===== src/rtl/sa_ar_channel.sv =====
// Slave-side AR stage: round-robin arbitration over the master dispatchers, master-index
// ID prefixing, and 4 KB boundary splitting of INCR bursts with a push strobe to the R stage.
module sa_ar_channel #(
    parameter int MST_AMT        = 3,
    parameter int MST_ID_W       = $clog2(MST_AMT),
    parameter int ADDR_WIDTH     = 32,
    parameter int DATA_WIDTH     = 32,
    parameter int TRANS_MST_ID_W = 5,
    parameter int TRANS_SLV_ID_W = TRANS_MST_ID_W + MST_ID_W
) (
    input  logic                               ACLK_i,
    input  logic                               ARESETn_i,
    input  logic [TRANS_MST_ID_W*MST_AMT-1:0]  dsp_ARID_i,
    input  logic [ADDR_WIDTH*MST_AMT-1:0]      dsp_ARADDR_i,
    input  logic [8*MST_AMT-1:0]               dsp_ARLEN_i,
    input  logic [2*MST_AMT-1:0]               dsp_ARBURST_i,
    input  logic [MST_AMT-1:0]                 dsp_ARVALID_i,
    output logic [MST_AMT-1:0]                 dsp_ARREADY_o,
    output logic [TRANS_SLV_ID_W-1:0]          s_ARID_o,
    output logic [ADDR_WIDTH-1:0]              s_ARADDR_o,
    output logic [7:0]                         s_ARLEN_o,
    output logic [1:0]                         s_ARBURST_o,
    output logic                               s_ARVALID_o,
    input  logic                               s_ARREADY_i,
    output logic [TRANS_SLV_ID_W-1:0]          AR_AxID_o,
    output logic                               AR_crossing_flag_o,
    output logic                               AR_shift_en_o,
    input  logic                               AR_stall_i
);

    localparam int BYTES = DATA_WIDTH / 8;
    localparam int BSH   = $clog2(BYTES);
    localparam int PW    = ADDR_WIDTH - 12;
    localparam logic [1:0]          BURST_INCR = 2'b01;
    localparam logic [MST_ID_W-1:0] LAST_RST   = MST_ID_W'(MST_AMT - 1);

    typedef enum logic [1:0] {IDLE, SEND, SPLIT_WAIT, SEND2} state_t;

    state_t                      state_q, state_d;
    logic [MST_ID_W-1:0]         last_grant_q;
    logic [MST_ID_W-1:0]         mst_q;
    logic [TRANS_MST_ID_W-1:0]   id_q;
    logic [ADDR_WIDTH-1:0]       addr_q;
    logic [7:0]                  len_q;
    logic [1:0]                  burst_q;

    logic                        gnt_vld;
    logic [MST_ID_W-1:0]         gnt_idx;
    logic                        accept;
    logic [TRANS_MST_ID_W-1:0]   req_id;
    logic [ADDR_WIDTH-1:0]       req_addr;
    logic [7:0]                  req_len;
    logic [1:0]                  req_burst;

    logic [12:0]                 bytes_left;
    logic [10:0]                 btb;
    logic                        split;
    logic [7:0]                  first_len;
    logic [7:0]                  second_len;
    logic [ADDR_WIDTH-1:0]       second_addr;

    // Round-robin search starting one past the last winner.
    always_comb begin
        gnt_vld = 1'b0;
        gnt_idx = '0;
        for (int k = 1; k <= MST_AMT; k++) begin
            for (int m = 0; m < MST_AMT; m++) begin
                if (!gnt_vld && dsp_ARVALID_i[m] && ((int'(last_grant_q) + k) % MST_AMT) == m) begin
                    gnt_vld = 1'b1;
                    gnt_idx = MST_ID_W'(m);
                end
            end
        end
    end

    // ARESETn_i gating keeps ARREADY low while reset is held, so no request is lost.
    assign accept = ARESETn_i && (state_q == IDLE) && gnt_vld && !AR_stall_i;

    always_comb begin
        req_id    = '0;
        req_addr  = '0;
        req_len   = '0;
        req_burst = '0;
        for (int m = 0; m < MST_AMT; m++) begin
            if (gnt_idx == MST_ID_W'(m)) begin
                req_id    = dsp_ARID_i[m*TRANS_MST_ID_W +: TRANS_MST_ID_W];
                req_addr  = dsp_ARADDR_i[m*ADDR_WIDTH +: ADDR_WIDTH];
                req_len   = dsp_ARLEN_i[m*8 +: 8];
                req_burst = dsp_ARBURST_i[m*2 +: 2];
            end
        end
    end

    assign bytes_left  = 13'h1000 - {1'b0, addr_q[11:0]};
    assign btb         = 11'(bytes_left >> BSH);
    assign split       = (burst_q == BURST_INCR) && (({3'b000, len_q} + 11'd1) > btb);
    assign first_len   = 8'(btb - 11'd1);
    assign second_len  = len_q - btb[7:0];
    assign second_addr = {addr_q[ADDR_WIDTH-1:12] + PW'(1), 12'h000};

    always_ff @(posedge ACLK_i or negedge ARESETn_i) begin
        if (!ARESETn_i) begin
            state_q      <= IDLE;
            last_grant_q <= LAST_RST;
            mst_q        <= '0;
            id_q         <= '0;
            addr_q       <= '0;
            len_q        <= '0;
            burst_q      <= '0;
        end else begin
            state_q <= state_d;
            if (accept) begin
                last_grant_q <= gnt_idx;
                mst_q        <= gnt_idx;
                id_q         <= req_id;
                addr_q       <= req_addr;
                len_q        <= req_len;
                burst_q      <= req_burst;
            end
        end
    end

    always_comb begin
        state_d = state_q;
        case (state_q)
            IDLE:       if (accept) state_d = SEND;
            SEND:       if (s_ARREADY_i) state_d = split ? SPLIT_WAIT : IDLE;
            SPLIT_WAIT: if (!AR_stall_i) state_d = SEND2;
            SEND2:      if (s_ARREADY_i) state_d = IDLE;
            default:    state_d = IDLE;
        endcase
    end

    // Slave-side fields are driven only while a request is presented.
    always_comb begin
        s_ARVALID_o        = 1'b0;
        s_ARID_o           = '0;
        s_ARADDR_o         = '0;
        s_ARLEN_o          = '0;
        s_ARBURST_o        = '0;
        AR_crossing_flag_o = 1'b0;
        case (state_q)
            SEND: begin
                s_ARVALID_o        = 1'b1;
                s_ARID_o           = {mst_q, id_q};
                s_ARADDR_o         = addr_q;
                s_ARLEN_o          = split ? first_len : len_q;
                s_ARBURST_o        = burst_q;
                AR_crossing_flag_o = split;
            end
            SEND2: begin
                s_ARVALID_o = 1'b1;
                s_ARID_o    = {mst_q, id_q};
                s_ARADDR_o  = second_addr;
                s_ARLEN_o   = second_len;
                s_ARBURST_o = burst_q;
            end
            default: ;
        endcase
        dsp_ARREADY_o = '0;
        for (int m = 0; m < MST_AMT; m++) begin
            dsp_ARREADY_o[m] = accept && (gnt_idx == MST_ID_W'(m));
        end
    end

    assign AR_AxID_o     = s_ARID_o;
    assign AR_shift_en_o = s_ARVALID_o & s_ARREADY_i;

endmodule


===== config.mk =====
export PLATFORM = sky130hd
export DESIGN_NAME = sa_ar_channel
export DESIGN_NICKNAME = d
export VERILOG_FILES = /design/src/rtl/sa_ar_channel.sv
export SDC_FILE = /design/constraint.sdc
export NUM_CORES = 1
export LEC_CHECK = 0
export CAP_MARGIN = 20
export CORE_ASPECT_RATIO = 0.8
export CORE_MARGIN = 2
export CORE_UTILIZATION = 40
export DETAILED_ROUTE_END_ITERATION = 7
export DONT_BUFFER_PORTS = 1
export SYNTH_ARGS = -nofsm -noshare
export SYNTH_HDL_FRONTEND = slang
export SYNTH_SLANG_ARGS = --single-unit

===== constraint.sdc =====
create_clock -name ACLK_i -period 4.9 [get_ports ACLK_i]
set_input_delay 0.49 -clock ACLK_i [delete_from_list [all_inputs] [get_ports ACLK_i]]
set_output_delay 0.49 -clock ACLK_i [all_outputs]
set_load 0.02 [all_outputs]

# Word level (Yosys, flattened, before mapping)
# Cells that the tools add are included.
# totals
wordCells	118
reg_bits	53
in_bits	148
output_inout_bits	62
# classes
add_sub_neg	8
magnitude_cmp	1
bitwise_logic	1
n_reduce_logical	40
n_div	3
mux	42
eq_ne	16
# op_table
cell	count
$eq A32 B2 Y1 const B	3
$eq A32 B3 Y1 const B	3
$logic_not A32 Y1	3
$mod A32 B3 Y32 const B	3
$mux W32	3
$pmux W32 S2	1
$mux W2	16
$mux W8	4
$logic_and A1 B1 Y1	24
$add A20 B1 Y20 const B	1
$pmux W8 S2	1
$mux W5	3
$sub A13 B12 Y13 const A	1
$mux W1	12
$gt A9 B11 Y1	1
$add A8 B1 Y9 const B	1
$logic_not A1 Y1	9
$ne A2 B2 Y1 const B	4
$pmux W2 S4	1
$sub A8 B1 Y8 const B	1
$sub A8 B8 Y8	1
$mux W7	1
$add A2 B2 Y3 const B	2
$eq A2 B1 Y1 const B	3
6 further kinds	9

# Longest topological paths before layout
# logic_depth
depth_word	41
ltp_mapped	13
mapped_depth_nobuf	11

# Worst setup path after synthesis
# OpenSTA, ideal clock, no wires.
# synth_path
path_type	register to output
from	register addr_q[1]
to	output port s_ARLEN_o[2]
t_arrival_ps	3296
path_stages_with_launch	14
setup_slack_ps	1114
path_buffers	2
cell_sequence	dfrtp_1 > or4_4 > buf_6 > or3_1 > o21ai_1 > nand2_1 > ha_1 > nand2_1 > or4_1 > nand4_1 > a21oi_1 > buf_2 > mux2i_1 > o22ai_1
# synth_between
elab_chain_len	5
# synth_lines
item	line_no	source
from (decl)	43	logic [ADDR_WIDTH-1:0] addr_q;
from (signal assigned)	116	addr_q <= req_addr;
$sub A13 B12 Y13 *	94	assign bytes_left = 13'h1000 - {1'b0, addr_q[11:0]};
$gt A9 B11 Y1	96	assign split = (burst_q == BURST_INCR) && (({3'b000, len_q} + 11'd1) > btb);
$logic_and A1 B1 Y1	96	
$mux W8	147	s_ARLEN_o = split ? first_len : len_q;
$pmux W8 S2 *	142	case (state_q)
to (decl)	21	output logic [7:0] s_ARLEN_o,
# Every way passes the cells marked *; elsewhere a longest branch is shown, timed or not.

# Worst setup path after layout
# layout_path
from	register addr_q[1]
to	output port s_ARLEN_o[7]
# Same word-level chain as after synthesis.

==> impl_metrics.toml <==
[pwr]
vdd_drop_max_mv = 0.262
pwr-share-seq = 0.269
switchingPower_mw = 1.73
clkPwrFrac = 0.104
p_sw_frac = 0.511
power.leakage_nw = 2.08
power.internal_mw = 1.65
pwr-share-comb = 0.627
p_per_area_nw_per_um2 = 707

[worst_setup_path]
cp-end-kind = "primary output"
crit_type = "reg2out"
worstSetupStartpointType = "flop"
cp_max_fo = 10
cp.required_ns = 4.41
crit_arrival_ns = 3.79

[synth]
avgSynthCellArea_um2 = 8.36
yosysTopAreaCell = "dfrtp_1"
synth_edf_count = 0
ys.flop_type = "dfrtp_1"
synthTopCellsByArea = "dfrtp_1 28%, a22o_1 6.1%, ha_1 6.0%, mux2i_1 5.5%, and2_1 5.1%"
synth_seq_cells = 52
yosysSeqAreaShare = 0.284
synth_top_area_frac = 0.279
synth_cells = 548
netlist_area_um2 = 4580
async_flop_share = 1.00
ys_types = 55
yosysWarnings = 0
synth.cells.most_frequent = "54 x nand2_1, 51 x dfrtp_1, 40 x a21oi_1"
synth_most_common_cell = "nand2_1"
synth_fp_nets = 719

[timing]
hold_viol = 0
hold_ws_ns = 0.0415
drv_slew = 0
clock_skew_ns = 0.00442
tns_ns = 0
fin_crit_ns = 4.28
rsz0062_at_grt = "no"
worst_slew_pin_slew_ns = 0.858
setup_viol = 0
fin_crit_sh = 0.874
max_freq_ghz = 0.234
slew_headroom = 0.427

[layout]
drive_above_1_share = 0.0579
nNetsFinal = 689
n_fill_cell = 1089
diodes = 0
syn_to_final_growth_pct = 4.29
fin_area_um2 = 4780
final_util = 0.434

[grt]
grt_first_pass_wirelength_um = 20400
grt_pass1_vias = 3690
grt_usage = 0.218
antenna_found_initial = 0
grt_max_degree = 56
overflow = 0

[floorplanning]
die_h_um = 99.7
initial_core_util = 0.416
rows = 34
die_width_um = 124
ios = 210
design.die.area_um2 = 12300
design.core.area_um2 = 11000

[clocking]
clk_pin_slew_ns = 0.07
cts-buffers-inserted = 5
h-tree-depth = 2
clkLatencyLatePin_ns = 0.29
clk_path_buf_depth = 2
cts_root_buffer = "clkbuf_16"
cts.sinks = 52
postCtsSetupBuffers = 0
cts_tree = "done"
cts-resized-gates = 0

[drt]
highest_layer = "met4"
wl_met2_um = 5980
routedWlPerCell_um = 20.3
via_per_inst = 5.80
dr.pass1.iters = 4
drtIter0Drc = 166
drc = 0
drt-met1-wl_um = 6520
drtAntennaViolNets = 0
vias = 3837
wl_um = 13500
route.met3.wl_um = 814

[hold_path]
hold_path_class = "in2async"

[outcome]
status = "finished, final reports clean"

[place]
globalplace.congestion = 0.896
dp_hpwl_um = 10900
place_area_um2 = 4600
port_buffers = 0

[flow_run]
maxCapViolCount = 0
## layout by cell type (no fill, tap or decap), types with 7 or more instances in the layout
cell type,Yosys,final
a211oi_1,19,19
a21o_1,18,18
a21oi_1,40,40
a22o_1,32,32
and2_1,37,37
and3_1,7,7
buf_4,10,9
dfrtp_1,51,51
ha_1,22,22
inv_1,9,9
mux2i_1,25,25
nand2_1,54,54
nand3_1,13,13
nand4_1,8,8
nor2_1,29,28
nor2b_1,9,9
nor3_1,7,7
o21ai_0,13,13
o21ai_1,25,25
xnor2_1,23,23
xor2_1,14,14
## sequential cells by signal, indices dropped and copies added (netlist names), named ones only
| name | count |
|---|---|
| last_grant_q | 2 |
| id_q | 5 |
| burst_q | 2 |
| addr_q | 32 |
| mst_q | 1 |
| len_q | 8 |
| state_q | 1 |
## stage by stage
| step | std cells | worst slack [ns] | power, mW |
|---|---|---|---|
| finish | 662 | 0.620 | 3.38 |
| global route | 662 | 0.412 | 3.70 |
| CTS | 662 | 0.616 | 3.40 |
| detailed placement | 654 | 0.931 | 3.02 |
| global placement | 654 | 0.988 | 2.99 |
| floorplan | 548 | 1.11 | 2.59 |
## logic make-up after synthesis
group | Yosys count | synth area share
simple gates | 184 | 0.210
compound gates | 169 | 0.246
buf+inv | 56 | 0.0606
flops | 52 | 0.284
xor+xnor | 39 | 0.0803
mux | 25 | 0.0546
fa+ha+maj | 23 | 0.0644
## critical path: stages, from the launching register on
cell and delay [ns]:
dfrtp_1 0.44, or4_4 0.65, or3_1 0.39, o21ai_1 0.14, nand2_1 0.09, ha_1 0.28
nand2_1 0.08, or4_1 0.51, nand4_1 0.11, a21oi_1 0.04, buf_4 0.20, mux2i_1 0.13
o22ai_1 0.44
## path summary, 6_finish.rpt
kind                                            start                          end  slack, ns  depth (start not counted)
worst max-delay path            addr_q[1]$_DFFE_PN0N_                 s_ARLEN_o[7]       0.62                         12
worst min-delay path                        ARESETn_i  last_grant_q[1]$_DFFE_PN1N_       0.04                          0
worst max register to register  addr_q[1]$_DFFE_PN0N_                         flop       1.69                         12
worst min register to register   mst_q[1]$_DFFE_PN0N_         mst_q[1]$_DFFE_PN0N_       0.47                          1
max in group asynchronous                   ARESETn_i        addr_q[2]$_DFFE_PN0N_       4.61                          1
min in group ACLK_i                  dsp_ARADDR_i[23]       addr_q[23]$_DFFE_PN0N_       0.38                          2
## layout make-up
| cell class | count | area [µm²] | share of cell area |
|---|---|---|---|
| multi-input combinational | 440 | 3020 | 0.632 |
| sequential | 52 | 1300 | 0.273 |
| tap | 144 | 180 | 0.0377 |
| clock buffer | 6 | 139 | 0.0291 |
| timing repair buffer | 10 | 95.1 | 0.0199 |
| inverter | 9 | 33.8 | 0.00707 |
| clock inverter | 1 | 8.76 | 0.00183 |
## per-layer routing
metal,vias up,GRT usage
met3,10,0.0407
met2,148,0.339
met5,-,0
met1,1774,0.319
met4,0,0.0376
li1,1905,-
## power by group through the flow
| stage | logic (mW) | clock network (mW) | registers [mW] |
|---|---|---|---|
| CTS | 2.13 | 0.366 | 0.907 |
| floorplan | 1.79 | 0 | 0.794 |
| detailed placement | 2.11 | 0 | 0.917 |
| global placement | 2.08 | 0 | 0.909 |
| global route | 2.37 | 0.384 | 0.949 |
| finish | 2.12 | 0.353 | 0.909 |
## repair_timing
action                     4_1_cts  5_1_grt
hold endpoints to repair        51        0
hold buffers                     1        0
setup endpoints to repair        0        0
Note: power is estimated with default switching activity, not from simulation.
